==> src/rtl/pg_pkg.sv <==
`default_nettype none
// ============================================================================
// Module      : pg_pkg
// Description : Shared definitions for the profile_gen command sequencer:
//               command opcodes, profile_gen register map, status masks,
//               channel stride and the sequencer state encoding.
// Revision    : 1.0 - initial release
// ============================================================================
package pg_pkg;

  // Command opcodes carried in cmd_op
  localparam logic [1:0] OP_WR_LO   = 2'd0;
  localparam logic [1:0] OP_WR_HI   = 2'd1;
  localparam logic [1:0] OP_WR_BOTH = 2'd2;
  localparam logic [1:0] OP_RUN     = 2'd3;

  // profile_gen per-channel register indices (low 5 address bits)
  localparam logic [4:0] R_STATUS  = 5'd0;
  localparam logic [4:0] R_CTRL    = 5'd1;
  localparam logic [4:0] R_TARGET  = 5'd2;
  localparam logic [4:0] R_VMAX    = 5'd3;
  localparam logic [4:0] R_ACCEL   = 5'd4;
  localparam logic [4:0] R_ABORT_A = 5'd5;

  // profile_gen status register bit masks
  localparam logic [31:0] STATUS_BUSY    = 32'h0000_0001;
  localparam logic [31:0] STATUS_DONE    = 32'h0000_0002;
  localparam logic [31:0] STATUS_ABORTED = 32'h0000_0004;

  // Address distance between consecutive channels
  localparam logic [7:0] CH_STRIDE = 8'h20;

  // FIFO entry: {op[1:0], addr[7:0], data[31:0]}
  localparam int CMD_W = 42;

  typedef enum logic [1:0] {
    S_IDLE  = 2'd0,
    S_RUN   = 2'd1,
    S_DRAIN = 2'd2
  } seq_state_e;

  // Build a profile_gen register address from channel and register index
  function automatic logic [7:0] reg_addr(input logic [2:0] ch, input logic [4:0] r);
    return {ch, r};
  endfunction

endpackage
`default_nettype wire

==> src/rtl/pg_seq_fifo.sv <==
`default_nettype none
// ============================================================================
// Module      : pg_seq_fifo
// Description : Synchronous command FIFO with flush, occupancy level and
//               full/empty flags. DEPTH must be a power of two (>= 2).
// Revision    : 1.0 - initial release
// ============================================================================
module pg_seq_fifo #(
  parameter int DEPTH = 16,
  parameter int WIDTH = 42
) (
  input  logic                     clk,
  input  logic                     rst_n,
  input  logic                     push,
  input  logic [WIDTH-1:0]         wr_data,
  input  logic                     pop,
  input  logic                     flush,
  output logic [WIDTH-1:0]         rd_data,
  output logic                     full,
  output logic                     empty,
  output logic [$clog2(DEPTH):0]   level
);

  localparam int AW = $clog2(DEPTH);
  localparam logic [AW:0] FULL_LVL = (AW+1)'(DEPTH);

  logic [WIDTH-1:0] mem_q [DEPTH];
  logic [AW:0]      wr_ptr_q, wr_ptr_d;
  logic [AW:0]      rd_ptr_q, rd_ptr_d;

  // Extra pointer bit distinguishes full from empty
  assign level   = wr_ptr_q - rd_ptr_q;
  assign full    = (level == FULL_LVL);
  assign empty   = (level == '0);
  assign rd_data = mem_q[rd_ptr_q[AW-1:0]];

  // Pointer advance; flush discards everything including a same-cycle push
  always_comb begin
    wr_ptr_d = wr_ptr_q;
    rd_ptr_d = rd_ptr_q;
    if (push && !full) wr_ptr_d = wr_ptr_q + 1'b1;
    if (pop && !empty) rd_ptr_d = rd_ptr_q + 1'b1;
    if (flush) begin
      wr_ptr_d = '0;
      rd_ptr_d = '0;
    end
  end

  // Pointer registers
  always_ff @(posedge clk or negedge rst_n) begin
    if (!rst_n) begin
      wr_ptr_q <= '0;
      rd_ptr_q <= '0;
    end else begin
      wr_ptr_q <= wr_ptr_d;
      rd_ptr_q <= rd_ptr_d;
    end
  end

  // Storage array, no reset needed since level gates all reads
  always_ff @(posedge clk) begin
    if (push && !full && !flush) mem_q[wr_ptr_q[AW-1:0]] <= wr_data;
  end

endmodule
`default_nettype wire

==> src/rtl/pg_seq.sv <==
`default_nettype none
// ============================================================================
// Module      : pg_seq
// Description : Command sequencer in front of profile_gen. Replays queued
//               parameter writes onto the param bus and turns RUN commands
//               into timed trains of acc_step pulses. Aborts are forwarded,
//               flush the queue and trigger a fixed ramp-down step train.
//               Optional macro PG_SEQ_STATS_EN adds steps_total/cmds_total.
// Revision    : 1.0 - initial release
// ============================================================================
module pg_seq
  import pg_pkg::*;
#(
  parameter int FIFO_DEPTH  = 16,
  parameter int PERIOD_W    = 16,
  parameter int MIN_PERIOD  = 64,
  parameter int ABORT_STEPS = 256
) (
  input  logic                          clk,
  input  logic                          rst_n,
  input  logic                          enable,
  input  logic [PERIOD_W-1:0]           step_period,
  input  logic                          cmd_valid,
  output logic                          cmd_ready,
  input  logic [1:0]                    cmd_op,
  input  logic [7:0]                    cmd_addr,
  input  logic [31:0]                   cmd_data,
  input  logic [7:0]                    abort_req,
  input  logic                          clr_flags,
  output logic [7:0]                    pg_param_addr,
  output logic [31:0]                   pg_param_in,
  output logic                          pg_write_hi,
  output logic                          pg_write_lo,
  output logic                          pg_acc_step,
  output logic [7:0]                    pg_abort,
  output logic                          busy,
  output logic [$clog2(FIFO_DEPTH):0]   fifo_level,
  output logic                          underrun,
  output logic                          aborted
`ifdef PG_SEQ_STATS_EN
  ,
  output logic [31:0]                   steps_total,
  output logic [31:0]                   cmds_total
`endif
);

  logic             abort_any;
  logic             fifo_push, fifo_pop, fifo_full, fifo_empty;
  logic [CMD_W-1:0] fifo_rd_data;
  logic [1:0]       head_op;
  logic [7:0]       head_addr;
  logic [31:0]      head_data;
  logic [PERIOD_W-1:0] period_eff;

  seq_state_e          state_q, state_d;
  logic [31:0]         remaining_q, remaining_d;
  logic [PERIOD_W-1:0] div_q, div_d;
  logic [PERIOD_W-1:0] period_q, period_d;
  logic [7:0]          pg_param_addr_q, pg_param_addr_d;
  logic [31:0]         pg_param_in_q, pg_param_in_d;
  logic                pg_write_hi_q, pg_write_hi_d;
  logic                pg_write_lo_q, pg_write_lo_d;
  logic                pg_acc_step_q, pg_acc_step_d;
  logic [7:0]          pg_abort_q, pg_abort_d;
  logic                underrun_q, underrun_d;
  logic                aborted_q, aborted_d;
  logic                underrun_set;

  // A push coinciding with an abort is refused outright so the host sees it dropped
  assign abort_any = |abort_req;
  assign cmd_ready = !fifo_full && !abort_any;
  assign fifo_push = cmd_valid && cmd_ready;
  assign {head_op, head_addr, head_data} = fifo_rd_data;
  assign period_eff = (step_period < PERIOD_W'(MIN_PERIOD)) ? PERIOD_W'(MIN_PERIOD) : step_period;

  pg_seq_fifo #(
    .DEPTH (FIFO_DEPTH),
    .WIDTH (CMD_W)
  ) u_fifo (
    .clk     (clk),
    .rst_n   (rst_n),
    .push    (fifo_push),
    .wr_data ({cmd_op, cmd_addr, cmd_data}),
    .pop     (fifo_pop),
    .flush   (abort_any),
    .rd_data (fifo_rd_data),
    .full    (fifo_full),
    .empty   (fifo_empty),
    .level   (fifo_level)
  );

  // Next-state, fetch/decode, step divider and abort handling
  always_comb begin
    state_d         = state_q;
    remaining_d     = remaining_q;
    div_d           = div_q;
    period_d        = period_q;
    pg_param_addr_d = pg_param_addr_q;
    pg_param_in_d   = pg_param_in_q;
    pg_write_hi_d   = 1'b0;
    pg_write_lo_d   = 1'b0;
    pg_acc_step_d   = 1'b0;
    pg_abort_d      = abort_req;
    fifo_pop        = 1'b0;
    underrun_set    = 1'b0;

    case (state_q)
      S_IDLE: begin
        if (enable && !fifo_empty && !abort_any) begin
          fifo_pop = 1'b1;
          if (head_op == OP_RUN) begin
            if (head_data != 32'd0) begin
              remaining_d = head_data;
              div_d       = '0;
              period_d    = period_eff;
              state_d     = S_RUN;
            end
          end else begin
            pg_param_addr_d = head_addr;
            pg_param_in_d   = head_data;
            pg_write_lo_d   = (head_op == OP_WR_LO) || (head_op == OP_WR_BOTH);
            pg_write_hi_d   = (head_op == OP_WR_HI) || (head_op == OP_WR_BOTH);
          end
        end
      end
      S_RUN, S_DRAIN: begin
        if (enable) begin
          if (div_q >= period_q - PERIOD_W'(1)) begin
            div_d         = '0;
            period_d      = period_eff;
            pg_acc_step_d = 1'b1;
            remaining_d   = remaining_q - 32'd1;
            if (remaining_q == 32'd1) begin
              state_d = S_IDLE;
              if (state_q == S_RUN && fifo_empty) underrun_set = 1'b1;
            end
          end else begin
            div_d = div_q + PERIOD_W'(1);
          end
        end
      end
      default: state_d = S_IDLE;
    endcase

    // Abort overrides: ramp-down train with divider phase kept; DRAIN is not reloaded
    if (abort_any) begin
      underrun_set = 1'b0;
      if (state_q != S_DRAIN) begin
        state_d     = S_DRAIN;
        remaining_d = 32'(ABORT_STEPS);
        if (state_q == S_IDLE) period_d = period_eff;
      end
    end

    underrun_d = underrun_set || (underrun_q && !clr_flags);
    aborted_d  = abort_any    || (aborted_q  && !clr_flags);
  end

  // State, counters and registered outputs
  always_ff @(posedge clk or negedge rst_n) begin
    if (!rst_n) begin
      state_q         <= S_IDLE;
      remaining_q     <= '0;
      div_q           <= '0;
      period_q        <= PERIOD_W'(MIN_PERIOD);
      pg_param_addr_q <= '0;
      pg_param_in_q   <= '0;
      pg_write_hi_q   <= 1'b0;
      pg_write_lo_q   <= 1'b0;
      pg_acc_step_q   <= 1'b0;
      pg_abort_q      <= '0;
      underrun_q      <= 1'b0;
      aborted_q       <= 1'b0;
    end else begin
      state_q         <= state_d;
      remaining_q     <= remaining_d;
      div_q           <= div_d;
      period_q        <= period_d;
      pg_param_addr_q <= pg_param_addr_d;
      pg_param_in_q   <= pg_param_in_d;
      pg_write_hi_q   <= pg_write_hi_d;
      pg_write_lo_q   <= pg_write_lo_d;
      pg_acc_step_q   <= pg_acc_step_d;
      pg_abort_q      <= pg_abort_d;
      underrun_q      <= underrun_d;
      aborted_q       <= aborted_d;
    end
  end

  assign pg_param_addr = pg_param_addr_q;
  assign pg_param_in   = pg_param_in_q;
  assign pg_write_hi   = pg_write_hi_q;
  assign pg_write_lo   = pg_write_lo_q;
  assign pg_acc_step   = pg_acc_step_q;
  assign pg_abort      = pg_abort_q;
  assign underrun      = underrun_q;
  assign aborted       = aborted_q;
  assign busy          = (state_q != S_IDLE) || !fifo_empty;

`ifdef PG_SEQ_STATS_EN
  logic [31:0] steps_total_q, steps_total_d;
  logic [31:0] cmds_total_q, cmds_total_d;

  // Statistics counters; clr_flags zeroes both, a same-cycle event still counts
  always_comb begin
    steps_total_d = clr_flags ? 32'd0 : steps_total_q;
    cmds_total_d  = clr_flags ? 32'd0 : cmds_total_q;
    if (pg_acc_step_d) steps_total_d = steps_total_d + 32'd1;
    if (fifo_pop)      cmds_total_d  = cmds_total_d + 32'd1;
  end

  // Statistics registers
  always_ff @(posedge clk or negedge rst_n) begin
    if (!rst_n) begin
      steps_total_q <= '0;
      cmds_total_q  <= '0;
    end else begin
      steps_total_q <= steps_total_d;
      cmds_total_q  <= cmds_total_d;
    end
  end

  assign steps_total = steps_total_q;
  assign cmds_total  = cmds_total_q;
`endif

endmodule
`default_nettype wire

==> config.mk <==
export PLATFORM = sky130hd
export DESIGN_NAME = pg_seq
export DESIGN_NICKNAME = d
export VERILOG_FILES = /design/src/rtl/pg_pkg.sv /design/src/rtl/pg_seq_fifo.sv /design/src/rtl/pg_seq.sv
export SDC_FILE = /design/constraint.sdc
export NUM_CORES = 1
export LEC_CHECK = 0
export CAP_MARGIN = 20
export CELL_PAD_IN_SITES_DETAIL_PLACEMENT = 0
export CELL_PAD_IN_SITES_GLOBAL_PLACEMENT = 1
export CORE_MARGIN = 4
export CORE_UTILIZATION = 35
export CTS_CLUSTER_DIAMETER = 30
export DETAILED_ROUTE_END_ITERATION = 8
export GPL_TIMING_DRIVEN = 0
export PLACE_DENSITY = 0.59
export SYNTH_ARGS = -nofsm -noshare
export SYNTH_HDL_FRONTEND = slang
export SYNTH_SLANG_ARGS = --single-unit
==> constraint.sdc <==
create_clock -name clk -period 7.5 [get_ports clk]
set_input_delay 1.5 -clock clk [delete_from_list [all_inputs] [get_ports clk]]
set_output_delay 1.5 -clock clk [all_outputs]
set_load 0.02 [all_outputs]
**After elaboration in Yosys (flattened, before gate mapping)**

Memories as Yosys holds them, arrays and structs flattened.
Cells that the tools add are included.

- Add/sub/neg operators: 6
- $lt $le $gt $ge: 2
- Equality and inequality tests: 12
- Multiplexer cells: 56
- Bitwise logic cells: 1
- Reduce and logical (&&, ||, !) cells: 31

Operators by type and width:

| kind | count |
|---|---|
| 16-bit two-way mux | 14 |
| 32-bit two-way mux | 7 |
| 16-bit case mux with 2 select lines | 2 |
| 32-bit case mux with 2 select lines | 1 |
| 32-bit by 1-bit == test with 1-bit output (second input constant) | 1 |
| 32-bit nonzero test | 1 |
| 32-bit by 1-bit subtractor with 32-bit output (second input constant) | 1 |
| 5-bit two-way mux | 4 |
| 1-bit two-way mux | 19 |
| 16-bit by 1-bit adder with 16-bit output (second input constant) | 1 |
| 16-bit greater-or-equal comparator | 1 |
| 16-bit by 7-bit less-than comparator with 1-bit output (second input constant) | 1 |
| 2-bit two-way mux | 8 |
| 16-bit by 1-bit subtractor with 16-bit output (second input constant) | 1 |
| 5-bit by 1-bit adder with 5-bit output (second input constant) | 2 |
| 1-bit logical AND | 10 |
| 2-bit inequality test (second input constant) | 5 |
| 2-bit nonzero test | 4 |
| 8-bit OR reduction | 1 |
| 2-bit == test (second input constant) | 3 |
| 5-bit == test (second input constant) | 1 |
| 5-bit logical NOT | 1 |
| 1-bit logical OR | 5 |
| 5-bit AND reduction | 1 |
| 8 further kinds | 13 |

- Register bits after elaboration: 129
- Memory bits (writable): 672
- Input bits: 71
- Word-level logic and storage cells: 123
- Memories: 1

Memories:

| memory | depth | width | rd ports | clocked after Yosys merged registers in | write ports | RTL line | text |
|---|---|---|---|---|---|---|---|
| u_fifo.mem_q | 16 | 42 | 1 | 0 | 1 | pg_seq_fifo.sv:27 | `logic [WIDTH-1:0] mem_q [DEPTH];` |

**Longest topological paths before layout**

- Depth after elaboration: 10
- Gate-level depth with buffers: 18

**By module**

Synthesis repeated with hierarchy kept, for this count alone.

- Cell total of the unflattened synthesis: 1706
- Area, all modules: 32677.6 um^2

By module, submodules not included:

| module | times used | cells an instance | area an instance (um^2) | seq. area each (um^2) |
|---|---|---|---|---|
| pg_seq_fifo | 1 | 1041 | 26083.8 | 20429.6 |
| pg_seq | 1 | 665 | 6593.8 | 2979.1 |

**Worst setup path before layout**

No wires, ideal clock.

- Kind: register to register
- From: register u_fifo.rd_ptr_q[2]
- To: memory u_fifo.mem_q[15][0], enable pin
- Setup time: 0.405 ns
- Data arrival time: 4.427 ns
- Path slack: 2.668 ns
- Stages on the path, launching flop included: 11
- Path buffers: 2
- Cells stage by stage: dfrtp_1 buf_1 inv_2 buf_1 ha_1 xnor2_1 nor2_1 a31oi_1 and2_0 and3_1 and2_1

- Word-level cells in the longest chain between the ends: 9

Ends and longest elaborated chain:

| what | RTL line | text |
|---|---|---|
| start: declaration | pg_seq_fifo.sv:29 | `logic [AW:0] rd_ptr_q, rd_ptr_d;` |
| start signal: assignment | pg_seq_fifo.sv:56 | `rd_ptr_q <= rd_ptr_d;` |
| 5-bit subtractor | pg_seq_fifo.sv:32 | `assign level = wr_ptr_q - rd_ptr_q;` |
| via fifo_level[2] | pg_seq.sv:37 | `output logic [$clog2(FIFO_DEPTH):0] fifo_level,` |
| 5-bit == test | pg_seq_fifo.sv:33 | `assign full = (level == FULL_LVL);` |
| 1-bit logical NOT | pg_seq.sv:71 | `assign cmd_ready = !fifo_full && !abort_any;` |
| 1-bit logical AND | pg_seq.sv:71 |  |
| via cmd_ready | pg_seq.sv:24 | `output logic cmd_ready,` |
| 1-bit logical AND | pg_seq.sv:72 | `assign fifo_push = cmd_valid && cmd_ready;` |
| 1-bit logical AND (2 in a row) | pg_seq_fifo.sv:62 | `if (push && !full && !flush) mem_q[wr_ptr_q[AW-1:0]] <= wr_data;` |
| 1-bit two-way mux | pg_seq_fifo.sv:62 |  |
| 1-bit two-way mux (implied by the code) | pg_seq_fifo.sv:62 |  |
| end: declaration | pg_seq_fifo.sv:27 |  |

The timed path passes the listed nets, and every way through them passes these cells.

**Final worst setup path**

- From: register u_fifo.rd_ptr_q[2]
- To: output busy

- Word-level cells in the longest chain between the ends: 4

Ends and longest elaborated chain:

| what | RTL line | text |
|---|---|---|
| 5-bit subtractor | pg_seq_fifo.sv:32 |  |
| 5-bit logical NOT | pg_seq_fifo.sv:34 | `assign empty = (level == '0);` |
| 1-bit logical NOT | pg_seq.sv:198 | `assign busy = (state_q != S_IDLE) \|\| !fifo_empty;` |
| 1-bit logical OR | pg_seq.sv:198 |  |
| end: declaration | pg_seq.sv:36 | `output logic busy,` |

Every way passes these cells.

==> metrics.yaml <==
power_and_ir_drop:
  power_frac_clock_pct: 55.8
  total_power_mw: 12.97
  switching_share_pct: 22.49
  powerDensity_mw_per_mm2: 312.7
  p_leak_nw: 14.21
  internal-power_mw: 10.06
  ir_worst_vdd_v: 0.0002173
  switchingPower_mw: 2.917
  combPwrFrac_pct: 6.2
  pwr-share-seq_pct: 38.0
timing:
  setup-tns-final_ns: 0
  fmax_mhz: 154.7
  period_share_pct: 86.16
  rsz0062_at_grt: "false"
  maxSlewHeadroom_pct: 11.82
  tightest_slew_ns: 1.323
  setup_viol: 0
  slew_viol_final: 0
  period_minus_slack_ns: 6.462
  fin_skew_ns: 0.02725
  holdWs_ns: 0.4775
  finalHoldViolCount: 0
clocking:
  clockRootBuffer: "clkbuf_16"
  clock_path_buffers: 3
  htree_levels: 4
  clkLatencyLatePin_ns: 0.73
  hold_buffers: 0
  cts_made_buffers: 150
  clkTransAtPathRegs_ns: 0.05
  cts_tree: "yes"
  post_cts_resized: 0
  clock-sinks: 801
  postCtsSetupBuffers: 0
synthesis:
  ys_seq_area_share_pct: 71.92
  async_flop_share_pct: 16.10
  netlist_area_mm2: 0.03255
  synth-seq-cells: 801
  synth_cell_types: 75
  netlist_instances: 1766
  synth_edf_count: 672
  ys.flop_type: "edfxtp_1"
  syn_area_per_cell_um2: 18.43
  yosysWarnings: 0
  syn_nets: 1872
grt:
  antenna_found_initial: 9
  grt_use_total_pct: 19.06
  grt_max_degree: 87
  gr-total-overflow: 0
  grt_pass1_vias: 19330
  grt_pass1_wl_mm: 134.9
final_layout:
  ff_latch_area_mm2: 0.02341
  final_cell_area_mm2: 0.04149
  drive_above_1_share_pct: 25.69
  post-route-util_pct: 45.13
  multi_input_area_mm2: 0.008682
  layout_common_cells: "edfxtp_1 (672), mux4_2 (181), clkbuf_16 (152), clkdlybuf4s50_1 (129), dfrtp_1 (128)"
  fillers: 7904
  final_common_cell: "edfxtp_1"
  area_growth_pct: 27.46
  final_nets: 2181
setup_path:
  crit_path_end_kind: "output pin"
  cpMaxStageDelayCell: "buf_1"
  cp_data_arrival_time_ns: 4.96
  ff2ff_setup_slack_ns: 1.34
  path_cells: "buf_1 > inv_2 > buf_1 > buf_8 > ha_1 > a21oi_1 > o21ai_0 > xnor2_1 > inv_1 > nor4_1 > buf_2 > nand2_1 > clkdlybuf4s50_1"
  critPathRequiredTime_ns: 6.00
  crit_type: "reg2out"
  cp_common_cell: "buf_1"
  cp-start-kind: "flip-flop"
  crit_path_max_incr_delay_ns: 0.65
  critPathMaxFanout: 10
outcome:
  status: "finished clean"
routing:
  drc_errors: 0
  dr.first_iter.drc_count: 1573
  routedWlPerCell_um: 27.00
  drtAntennaViolNets: 0
  dr_total_vias: 18460
  drt_first_pass_iters: 5
  routed_wirelength_mm: 93.12
  viasPerCell: 5.353
floorplan:
  core_area_mm2: 0.09194
  die-area_mm2: 0.09794
  die_h_um: 313.0
  initial_utilization_pct: 35.40
  pin_count: 131
  fp.dieW_um: 313.0
  rows: 111
placement:
  place_congestion: 0.8351
  dpl_cell_area_mm2: 0.03593
  portBuffers: 130
  post-dp-hpwl_mm: 58.59
job:
  cap_viol_max_count: 0
worst_hold_path:
  hold_class: "reg2reg"
[layout make-up]
cell class	count	share of cell area [%]
Antenna cell	3	0.01809
Clock inverter	110	3.806
Multi-Input combinational cell	856	20.93
Sequential cell	801	56.42
Clock buffer	170	9.427
Timing Repair Buffer	157	4.430
Buffer	80	0.9590
Inverter	29	0.2624
Tap cell	1243	3.749
[state kept, by name, indices dropped and copies added (netlist names), 2 cells and up]
signal and count:
u_fifo.wr_ptr_q 5, remaining_q 32, state_q 2, period_q 16, u_fifo.rd_ptr_q 5, u_fifo.mem_q 672, div_q 16, pg_param_addr 8
pg_abort 8, pg_param_in 32
[Yosys cell counts, types with 12 or more instances]
library cell / number / share of area, %
a22oi_1: 21 / 0.48
a21oi_1: 34 / 0.52
mux4_2: 181 / 13
nand2b_1: 19 / 0.37
o211ai_1: 13 / 0.30
dfrtp_1: 128 / 9.8
nor4_1: 20 / 0.38
nand3_1: 22 / 0.34
edfxtp_1: 672 / 62
inv_1: 26 / 0.30
a221oi_1: 14 / 0.38
buf_1: 12 / 0.14
o21ai_0: 64 / 0.98
nor2_1: 81 / 0.93
xnor2_1: 18 / 0.48
mux2_2: 30 / 1.0
a22o_1: 26 / 0.70
ha_1: 34 / 1.3
clkbuf_1: 37 / 0.43
and2_1: 21 / 0.40
nor3_1: 28 / 0.43
and3_1: 15 / 0.29
nand2_1: 74 / 0.85
xor2_1: 12 / 0.32
buf_2: 18 / 0.28
[worst max-delay path, delay by kind of cell, from the launching register on]
| kind | cells | cell delay [ns] |
|---|---|---|
| buf+inv | 7 | 2.52 |
| xor+xnor | 1 | 0.26 |
| simple gates | 2 | 0.43 |
| flops | 1 | 0.41 |
| fa+ha+maj | 1 | 0.35 |
| compound gates | 2 | 0.25 |
[per-stage QoR]
stage | setup slack, ns | std cells
after floorplan | 2.668 | 1766
after global placement | -0.7417 | 3139
after detailed placement | 1.188 | 3162
after CTS | 0.9094 | 3442
after global routing | 0.6444 | 3447
final | 1.038 | 3449
[final timing paths]
path,from,end,cells past startpoint
setup / recovery,u_fifo.rd_ptr_q[2]$_DFFE_PN0P_,busy,13
hold / removal,pg_param_in[25]$_DFFE_PN0P_,pg_param_in[25]$_DFFE_PN0P_,2
setup reg to reg,u_fifo.rd_ptr_q[2]$_DFFE_PN0P_,pg_param_in[9]$_DFFE_PN0P_,14
hold reg to reg,pg_param_in[25]$_DFFE_PN0P_,pg_param_in[25]$_DFFE_PN0P_,2
max in group asynchronous,rst_n,pg_abort[0]$_DFF_PN0_,2
min in group asynchronous,rst_n,remaining_q[14]$_DFF_PN0_,1
[metal layers]
layer / part of all wire, % / GRT usage [%]
met2: 49 / 31.42
met5: 0.045 / 0
met3: 7.0 / 5.289
met1: 41 / 24.30
met4: 3.2 / 6.754
[kinds of logic (layout without fill, tap and decap cells)]
family                     Yosys count  after routing  share of synthesized area (%)
AOI/OAI and AO/OA                  249            249                          5.508
xor gates and xnor gates            30             30                         0.8072
adders and majority gates           35             35                          1.368
buffers and inverters              109            546                          1.557
DFF                                801            801                          71.92
muxes                              220            220                          13.84
other                                0              3                              0
and+or+nand+nor                    322            322                          5.005
[power groups by stage]
stage	clock, mW	combinational, mW	sequential (mW)
2_1_floorplan	0	0.498	5.00
5_1_grt	7.57	0.899	4.93
3_3_place_gp	0	0.787	5.01
6_report	7.24	0.810	4.93
4_1_cts	7.34	0.811	4.93
3_5_place_dp	0	0.804	5.01
No activity file was read; power rests on OpenSTA's default activity.
